File: src/rtl/an_encoder_pkg.sv
// an_encoder_pkg
// Shared constants and types for the AN-code encoder and its matching decoder.
//   A     : the AN-code multiplier (37)
//   A_W   : bit width of A
//   N_W   : data word width
//   AN_W  : codeword width, wide enough that A*N never overflows
//   CNT_W : width of the shift-add bit counter
//   an_state_e : encoder FSM states
//   a_bit()    : selects one bit of A, reading 0 past its top bit
package an_encoder_pkg;

    localparam int A_W   = 6;
    localparam int N_W   = 12;
    localparam int AN_W  = N_W + A_W;
    localparam int CNT_W = 3;

    localparam logic [A_W-1:0] A = 6'd37;

    typedef enum logic [1:0] {
        ST_IDLE = 2'd0,
        ST_MUL  = 2'd1,
        ST_HOLD = 2'd2
    } an_state_e;

    // The counter can index past A's top bit, so pad A out to the counter's
    // full range and read zeros there.
    function automatic logic a_bit(input logic [CNT_W-1:0] idx);
        logic [(1<<CNT_W)-1:0] a_ext;
        a_ext = {{((1<<CNT_W)-A_W){1'b0}}, A};
        return a_ext[idx];
    endfunction

endpackage

File: src/rtl/an_shift_add_mul.sv
// an_shift_add_mul
// Sequential shift-add multiplier computing A*N one bit of A per cycle.
// Ports:
//   clk, rst_n : clock and asynchronous active-low reset
//   start_i    : latch n_i, clear the accumulator and the bit counter
//   step_i     : process bit cnt of A (add N<<cnt when that bit is 1)
//   n_i        : data word N
//   acc_o      : running accumulator (A*N once all A_W bits are processed)
//   last_o     : the bit currently indexed is the top bit of A
module an_shift_add_mul
    import an_encoder_pkg::*;
(
    input  logic            clk,
    input  logic            rst_n,
    input  logic            start_i,
    input  logic            step_i,
    input  logic [N_W-1:0]  n_i,
    output logic [AN_W-1:0] acc_o,
    output logic            last_o
);

    logic [N_W-1:0]   n_q,   n_d;
    logic [AN_W-1:0]  acc_q, acc_d;
    logic [CNT_W-1:0] cnt_q, cnt_d;
    logic [AN_W-1:0]  n_shift_s;

    // Next-state logic for the datapath: load, one shift-add step, or hold.
    always_comb begin
        n_d       = n_q;
        acc_d     = acc_q;
        cnt_d     = cnt_q;
        // N is widened to the full codeword width before shifting so no
        // partial product loses its high bits.
        n_shift_s = {{A_W{1'b0}}, n_q} << cnt_q;
        if (start_i) begin
            n_d   = n_i;
            acc_d = {AN_W{1'b0}};
            cnt_d = {CNT_W{1'b0}};
        end else if (step_i) begin
            if (a_bit(cnt_q)) begin
                acc_d = acc_q + n_shift_s;
            end else begin
                acc_d = acc_q;
            end
            cnt_d = cnt_q + {{(CNT_W-1){1'b0}}, 1'b1};
        end else begin
            n_d   = n_q;
            acc_d = acc_q;
            cnt_d = cnt_q;
        end
    end

    // Datapath registers; reset discards any partial product.
    always_ff @(posedge clk or negedge rst_n) begin
        if (!rst_n) begin
            n_q   <= {N_W{1'b0}};
            acc_q <= {AN_W{1'b0}};
            cnt_q <= {CNT_W{1'b0}};
        end else begin
            n_q   <= n_d;
            acc_q <= acc_d;
            cnt_q <= cnt_d;
        end
    end

    assign acc_o  = acc_q;
    assign last_o = (cnt_q == CNT_W'(A_W - 1));

endmodule

File: src/rtl/an_encoder.sv
// an_encoder
// AN-code encoder: accepts a 12-bit word N and delivers the codeword 37*N.
// Ports:
//   clk, rst_n : clock and asynchronous active-low reset
//   in_valid   : N offered on in_n
//   in_ready   : N accepted this cycle (only in IDLE)
//   in_n       : data word N
//   out_valid  : codeword presented on out_an (only in HOLD)
//   out_ready  : consumer takes out_an this cycle
//   out_an     : codeword A*N, forced to 0 whenever out_valid is low
//   busy       : FSM is in MUL or HOLD
//   enc_count  : number of delivered codewords, wrapping silently
module an_encoder
    import an_encoder_pkg::*;
(
    input  logic            clk,
    input  logic            rst_n,
    input  logic            in_valid,
    output logic            in_ready,
    input  logic [N_W-1:0]  in_n,
    output logic            out_valid,
    input  logic            out_ready,
    output logic [AN_W-1:0] out_an,
    output logic            busy,
    output logic [15:0]     enc_count
);

    an_state_e       state_q, state_d;
    logic [15:0]     enc_count_q, enc_count_d;
    logic            start_s;
    logic            step_s;
    logic            last_s;
    logic [AN_W-1:0] acc_s;

    an_shift_add_mul u_mul (
        .clk     (clk),
        .rst_n   (rst_n),
        .start_i (start_s),
        .step_i  (step_s),
        .n_i     (in_n),
        .acc_o   (acc_s),
        .last_o  (last_s)
    );

    // Next-state, datapath control and delivery counting.
    always_comb begin
        state_d     = state_q;
        enc_count_d = enc_count_q;
        start_s     = 1'b0;
        step_s      = 1'b0;
        case (state_q)
            ST_IDLE: begin
                if (in_valid) begin
                    start_s = 1'b1;
                    state_d = ST_MUL;
                end else begin
                    state_d = ST_IDLE;
                end
            end
            ST_MUL: begin
                step_s = 1'b1;
                if (last_s) begin
                    state_d = ST_HOLD;
                end else begin
                    state_d = ST_MUL;
                end
            end
            ST_HOLD: begin
                // A word offered alongside out_ready is not taken here;
                // in_ready only rises once back in IDLE.
                if (out_ready) begin
                    enc_count_d = enc_count_q + 16'd1;
                    state_d     = ST_IDLE;
                end else begin
                    state_d = ST_HOLD;
                end
            end
            default: begin
                state_d = ST_IDLE;
            end
        endcase
    end

    // FSM state and delivery counter.
    always_ff @(posedge clk or negedge rst_n) begin
        if (!rst_n) begin
            state_q     <= ST_IDLE;
            enc_count_q <= 16'd0;
        end else begin
            state_q     <= state_d;
            enc_count_q <= enc_count_d;
        end
    end

    assign in_ready  = (state_q == ST_IDLE);
    assign out_valid = (state_q == ST_HOLD);
    assign busy      = (state_q == ST_MUL) || (state_q == ST_HOLD);
    assign out_an    = (state_q == ST_HOLD) ? acc_s : {AN_W{1'b0}};
    assign enc_count = enc_count_q;

endmodule

File: config.mk
export PLATFORM = sky130hd
export DESIGN_NAME = an_encoder
export DESIGN_NICKNAME = d
export VERILOG_FILES = /design/src/rtl/an_encoder_pkg.sv /design/src/rtl/an_shift_add_mul.sv /design/src/rtl/an_encoder.sv
export SDC_FILE = /design/constraint.sdc
export NUM_CORES = 1
export LEC_CHECK = 0
export ABC_AREA = 1
export CORE_MARGIN = 2
export CORE_UTILIZATION = 40
export DETAILED_ROUTE_END_ITERATION = 10
export SLEW_MARGIN = 30
export SYNTH_ARGS = -nofsm -noshare
export SYNTH_HDL_FRONTEND = slang
export SYNTH_SLANG_ARGS = --single-unit
File: constraint.sdc
create_clock -name clk -period 3.4 [get_ports clk]
set_clock_uncertainty 0.2 [all_clocks]
set_input_delay 0.85 -clock clk [delete_from_list [all_inputs] [get_ports clk]]
set_output_delay 0.85 -clock clk [all_outputs]
set_load 0.1 [all_outputs]
==> impl_metrics.env, run 1 <==
export IMPL_status="completed"
export IMPL_fin_crit_sh_pct=85.1
export IMPL_grt_pass1_wl_um=15000
export IMPL_clock_latency_ns=0.31
export IMPL_routed_via_count=3378
export IMPL_cts_buffers_inserted=5
export IMPL_grt_use_total_pct=18.5
export IMPL_timing_rr_start="u_mul.cnt_q[0]$_DFFE_PN0P_"
export IMPL_root_buffer="clkbuf_8"
export IMPL_ctsResizeCount=0
export IMPL_critPathKind="reg2reg"
export IMPL_fin_setup_tns_ns=0
export IMPL_area_growth_pct=18.0
export IMPL_syn_num_nets=574
export IMPL_p_int_mw=2.07
export IMPL_hold_class="in2async"
export IMPL_grt_max_degree=22
export IMPL_antenna_found_initial=0
export IMPL_rsz0062_at_grt="false"
export IMPL_rrSetupSlack_ns=0.51
export IMPL_drv_cap=0
export IMPL_drt_iter0_drc=121
export IMPL_final_fill_count=903
export IMPL_clkTransAtPathRegs_ns=0.11
export IMPL_hold_slack_ns=0.287
export IMPL_routabilityCongestion=0.874
export IMPL_wl_per_cell_um=12.8
export IMPL_layout_nets=625
export IMPL_finalWorstSetupSlack_ns=0.507
export IMPL_worstMarginPinSlew_ns=0.484
export IMPL_slew_viol_final=0
export IMPL_p_sw_share_pct=55.3
export IMPL_drive_above_1_share_pct=12.5
export IMPL_dieArea_sq_um=9970
export IMPL_crit_chain="inv_2, nand2_1, nor3_1, ha_1, inv_1, fa_1, o21ai_1, nand2_1, nand2_1, nand2_1, nand2_1, nand2_1, nand3_1, nand2_1"
export IMPL_syn_area_per_cell_sq_um=6.90
export IMPL_syn_area_sq_um=3680
export IMPL_cp_slowest_cell="dfrtp_1"
export IMPL_synth_distinct_cells=35
export IMPL_yosys_top_cells_area="dfrtp_1, nand2_1, ha_1"
export IMPL_synth_seq_area_share_pct=34.7
export IMPL_post_route_min_period_ns=2.89
export IMPL_rows=34
export IMPL_p_leak_nw=2.41
export IMPL_synth_edf_count=0
export IMPL_vdd_ir_drop_max_uv=281
export IMPL_cts_tree="yes"
export IMPL_synthCells=533
export IMPL_worstPathArrival_ns=2.91
export IMPL_cp_end_kind="flop"
export IMPL_port_buffers=52
export IMPL_first_global_vias=3149
export IMPL_r2r_end="u_mul.acc_o[12]$_DFFE_PN0P_"
export IMPL_cpMostUsedCell="nand2_1"
export IMPL_cts_setup_buffers=0
export IMPL_fp_dieW_um=99.9
export IMPL_cts_htree_levels=2
export IMPL_wl_um=8850
export IMPL_p_per_area_nw_per_um2=1070
export IMPL_coreArea_sq_um=8810
export IMPL_grt_overflow=0
export IMPL_fmax_mhz=346
export IMPL_post_dp_hpwl_um=6940
export IMPL_start_util_pct=41.7
export IMPL_finalHoldViolations=0
export IMPL_drc_errors=0
export IMPL_cts_buffer_depth=2
export IMPL_yosysWarnings=0
export IMPL_netSwitchingPower_mw=2.57
export IMPL_ys_flop_type="dfrtp_1"
export IMPL_seqPwrFrac_pct=22.2
export IMPL_async_flop_share_pct=100
export IMPL_diodes=0
export IMPL_p_clk_share_pct=9.7
export IMPL_hold_buffers=0
export IMPL_cpPeakStageDelay_ns=0.50
export IMPL_crit_fanout=12
export IMPL_via_per_inst=4.87
export IMPL_synth_area_leader_cell="dfrtp_1"
export IMPL_max_slew_margin_pct=67.8
export IMPL_post_place_ws_ns=0.521
export IMPL_setup_viol=0
export IMPL_cts_sinks=51
export IMPL_first_pass_iters=5
export IMPL_ys_seq_elements=51
export IMPL_worst_r2r_cell_count=14
export IMPL_critPathLaunchType="flop"
export IMPL_fp_dieH_um=99.9
export IMPL_comb_power_share_pct=68.1
export IMPL_synth_top_area_share_pct=34.7
export IMPL_antenna_left=0
export IMPL_cp_data_required_time_ns=3.41
export IMPL_io_pins=53
-- cell usage in the layout (no fill, tap or decap), drive strengths merged, types with 8 or more instances in the layout --
master	instances
o21ai	37
clkdlybuf4s50	14
nand3	31
inv	60
dfrtp	51
nor2	36
nand2	212
nand3b	8
ha	24
a21oi	21
buf	44
xor2	10
-- cells in the mapped netlist, types with 6 or more instances --
library cell  instances
nand3b_1              8
nor2_1               32
ha_1                 24
a21oi_1              21
o21ai_1              18
inv_1                54
xnor2_1               6
clkbuf_1              9
dfrtp_1              51
nand3_1              30
xor2_1               10
o21ai_0              19
nand2_1             207
-- layer usage --
metal  vias to the layer above  track usage, %  share of wire [%]
li1                       1787               -                  -
met1                      1534            26.6                 51
met2                        51            30.0                 46
met3                         6            2.44                2.6
met4                         0            3.48               0.72
met5                         -               0                  0
-- cells by family after synthesis --
family / synth area share (%)
and+or+nand+nor: 34.1
buffers and inverters: 7.96
AOI/OAI and AO/OA: 9.26
DFF: 34.7
adders and majority gates: 8.71
xor gates and xnor gates: 3.81
muxes: 1.40
-- worst max-delay path by stage --
stage | startpoint | endpoint | slack (ns) | cells past startpoint
floorplan | state_q[0]$_DFF_PN0_ | out_an[10] | 0.08 | 6
global placement | u_mul.cnt_q[0]$_DFFE_PN0P_ | u_mul.acc_o[16]$_DFFE_PN0P_ | 0.55 | 14
detailed placement | u_mul.cnt_q[0]$_DFFE_PN0P_ | u_mul.acc_o[12]$_DFFE_PN0P_ | 0.52 | 14
CTS | u_mul.cnt_q[0]$_DFFE_PN0P_ | u_mul.acc_o[13]$_DFFE_PN0P_ | 0.50 | 15
global route | u_mul.cnt_q[0]$_DFFE_PN0P_ | u_mul.acc_o[16]$_DFFE_PN0P_ | 0.15 | 14
finish | u_mul.cnt_q[0]$_DFFE_PN0P_ | u_mul.acc_o[12]$_DFFE_PN0P_ | 0.51 | 14
-- power groups by stage --
stage                     clock network [mW]  logic, mW  registers, mW
after floorplan                            0       2.42           1.06
after global placement                     0       3.13           1.04
after detailed placement                   0       3.15           1.04
after CTS                              0.469       3.17           1.03
after global routing                   0.493       3.60           1.07
final                                  0.451       3.16           1.03
-- through the flow --
| stage | util, % | instances | total power, mW | area (sq um) |
|---|---|---|---|---|
| global route | 49.3 | 693 | 5.16 | 4340 |
| floorplan | - | 533 | 3.48 | 3680 |
| global placement | 48.0 | 685 | 4.17 | 4220 |
| finish | 49.3 | 693 | 4.64 | 4340 |
| detailed placement | 48.0 | 685 | 4.19 | 4220 |
| CTS | 49.3 | 693 | 4.67 | 4340 |
-- flip-flops by register name, summed over array words and instances (netlist names) --
register     cells
u_mul.acc_o     18
enc_count       16
u_mul.n_q       12
u_mul.cnt_q      3
state_q          2
-- critical path: cells and delay by family (launching register included) --
family | cells | cell delay [ns]
adders and majority gates | 2 | 0.71
DFF | 1 | 0.50
and+or+nand+nor | 9 | 0.80
buffers and inverters | 2 | 0.28
AOI/OAI and AO/OA | 1 | 0.29
-- area by class of cell --
type / count / area, sq um / area share (%)
sequential: 51 / 1280 / 29.4
tap: 108 / 135 / 3.12
clock buffer: 5 / 68.8 / 1.59
timing repair buffer: 58 / 468 / 10.8
inverter: 62 / 234 / 5.39
clock inverter: 3 / 46.3 / 1.07
multi-input combinational: 406 / 2110 / 48.6
Power figures use the tool's default switching activity.
==> inputs of run 2 (changes only) <==
- CORE_UTILIZATION: 40 -> 54
- PLACE_DENSITY: default -> 0.79
==> run 2 against run 1 <==
  * Sequential cell count did not move
  * Non-clock buffer count is 2 lower
  * Final cell count is 4.3% lower
  * Power is 1.3% lower
  * Clock power decreased by 14%
  * Critical path type unchanged
  * Largest power group unchanged
==> impl_metrics.env, run 2 (synthesized netlist as in run 1, its figures left out) <==
export IMPL_grt_use_total_pct=23.7
export IMPL_antenna_found_initial=0
export IMPL_instances_no_fill=663
export IMPL_cts_buffers_inserted=5
export IMPL_hold_class="reg2reg"
export IMPL_most_common_layout_cells="nand2_1, inv_1, dfrtp_1"
export IMPL_worstPathArrival_ns=2.89
export IMPL_cp_end_kind="flop"
export IMPL_drc_errors=0
export IMPL_fin_crit_sh_pct=84.5
export IMPL_p_clk_share_pct=8.5
export IMPL_via_per_inst=5.09
export IMPL_drive_above_1_share_pct=12.3
export IMPL_rsz0062_at_grt="false"
export IMPL_wl_um=8410
export IMPL_critPathKind="reg2reg"
export IMPL_setup_viol=0
export IMPL_vdd_ir_drop_max_uv=549
export IMPL_p_sw_share_pct=56.1
export IMPL_grt_pass1_wl_um=14200
export IMPL_hold_slack_ns=0.303
export IMPL_critPathLaunchType="flop"
export IMPL_max_slew_margin_pct=57.0
export IMPL_seqPwrFrac_pct=22.7
export IMPL_fp_dieW_um=86.5
export IMPL_antenna_left=0
export IMPL_fp_dieH_um=86.5
export IMPL_dieArea_sq_um=7480
export IMPL_crit_chain="inv_2, nand2_1, nor3_1, ha_1, inv_1, fa_1, o21ai_1, nand2_1, nand2_1, nand2_1, nand2_1, nand2_1, nand3_1, nand2_1"
export IMPL_mostFrequentLayoutCell="nand2_1"
export IMPL_dp_cells=655
export IMPL_cp_data_required_time_ns=3.41
export IMPL_p_per_area_nw_per_um2=1070
export IMPL_crit_fanout=18
export IMPL_largest_reg_flops=18
export IMPL_layout_nets=623
export IMPL_cts_tree="yes"
export IMPL_fmax_mhz=348
export IMPL_grt_max_degree=52
export IMPL_status="completed"
export IMPL_p_leak_nw=2.40
export IMPL_cts_setup_buffers=0
export IMPL_finalHoldViolations=0
export IMPL_post_route_min_period_ns=2.87
export IMPL_cts_htree_levels=2
export IMPL_drt_iter0_drc=216
export IMPL_coreArea_sq_um=6680
export IMPL_cts_sinks=51
export IMPL_io_pins=53
export IMPL_clkTransAtPathRegs_ns=0.10
export IMPL_cpMostUsedCell="nand2_1"
export IMPL_root_buffer="clkbuf_8"
export IMPL_routed_via_count=3372
export IMPL_worstMarginPinSlew_ns=0.646
export IMPL_ctsResizeCount=0
export IMPL_area_growth_pct=16.2
export IMPL_port_buffers=52
export IMPL_grt_overflow=0
export IMPL_comb_power_share_pct=68.8
export IMPL_start_util_pct=55.0
export IMPL_clock_latency_ns=0.31
export IMPL_slew_viol_final=0
export IMPL_diodes=0
export IMPL_drv_cap=0
export IMPL_first_pass_iters=5
export IMPL_routabilityCongestion=0.912
export IMPL_first_global_vias=3156
export IMPL_hold_buffers=0
export IMPL_wl_per_cell_um=12.7
export IMPL_rows=30
export IMPL_cpPeakStageDelay_ns=0.54
export IMPL_cp_slowest_cell="dfrtp_2"
export IMPL_netSwitchingPower_mw=2.57
export IMPL_post_dp_hpwl_um=6500
export IMPL_cts_buffer_depth=2
export IMPL_p_int_mw=2.01
export IMPL_fin_setup_tns_ns=0
[run 2: power by group through the flow]
stage               clock network [mW]  logic (mW)  registers, mW
finish                           0.387        3.15           1.04
global route                     0.419        3.56           1.07
CTS                              0.394        3.13           1.04
detailed placement                   0        3.12           1.05
global placement                     0        3.04           1.04
floorplan                            0        2.42           1.06
[run 2: routing by layer]
metal  GRT usage [%]  up-vias  share of wire (%)
li1                -     1782                  -
met1            31.8     1515                 47
met3            3.33       12                3.3
met5               0        -                  0
met2            40.3       63                 48
met4            6.53        0                1.8
[run 2: critical path, delay by kind of cell, from the launching register on]
family | cells | cell delay [ns]
AND/OR/NAND/NOR | 9 | 0.80
adder cells (fa/ha/maj) | 2 | 0.68
AO/OA/AOI/OAI | 1 | 0.28
buffers and inverters | 2 | 0.27
flip-flops | 1 | 0.54
[run 2: final cells by class]
type,count,area [sq um]
tap,80,100
fill,628,2410
clock buffer,6,82.6
sequential,51,1280
inverter,62,234
multi-input combinational,406,2110
clock inverter,2,13.8
timing repair buffer,56,453
[run 2: final timing paths]
path / from / to / slack, ns / depth (start not counted)
max reg2reg: u_mul.cnt_q[0]$_DFFE_PN0P_ / u_mul.acc_o[12]$_DFFE_PN0P_ / 0.53 / 14
max in group asynchronous: rst_n / u_mul.cnt_q[0]$_DFFE_PN0P_ / 2.10 / 2
max: u_mul.cnt_q[0]$_DFFE_PN0P_ / u_mul.acc_o[12]$_DFFE_PN0P_ / 0.53 / 14
min in group asynchronous: rst_n / u_mul.acc_o[6]$_DFFE_PN0P_ / 0.44 / 2
min: enc_count[10]$_DFFE_PN0P_ / enc_count[10]$_DFFE_PN0P_ / 0.30 / 1
min reg2reg: enc_count[10]$_DFFE_PN0P_ / enc_count[10]$_DFFE_PN0P_ / 0.30 / 1
[run 2: metrics by stage]
step / worst slack (ns) / area (sq um) / total power, mW / utilization (%)
after detailed placement: 0.435 / 4170 / 4.16 / 62.5
after global placement: 0.506 / 4170 / 4.08 / 62.5
after global routing: 0.179 / 4270 / 5.06 / 63.9
after floorplan: 0.0786 / 3680 / 3.48 / -
final: 0.525 / 4270 / 4.58 / 63.9
after CTS: 0.426 / 4270 / 4.56 / 63.9
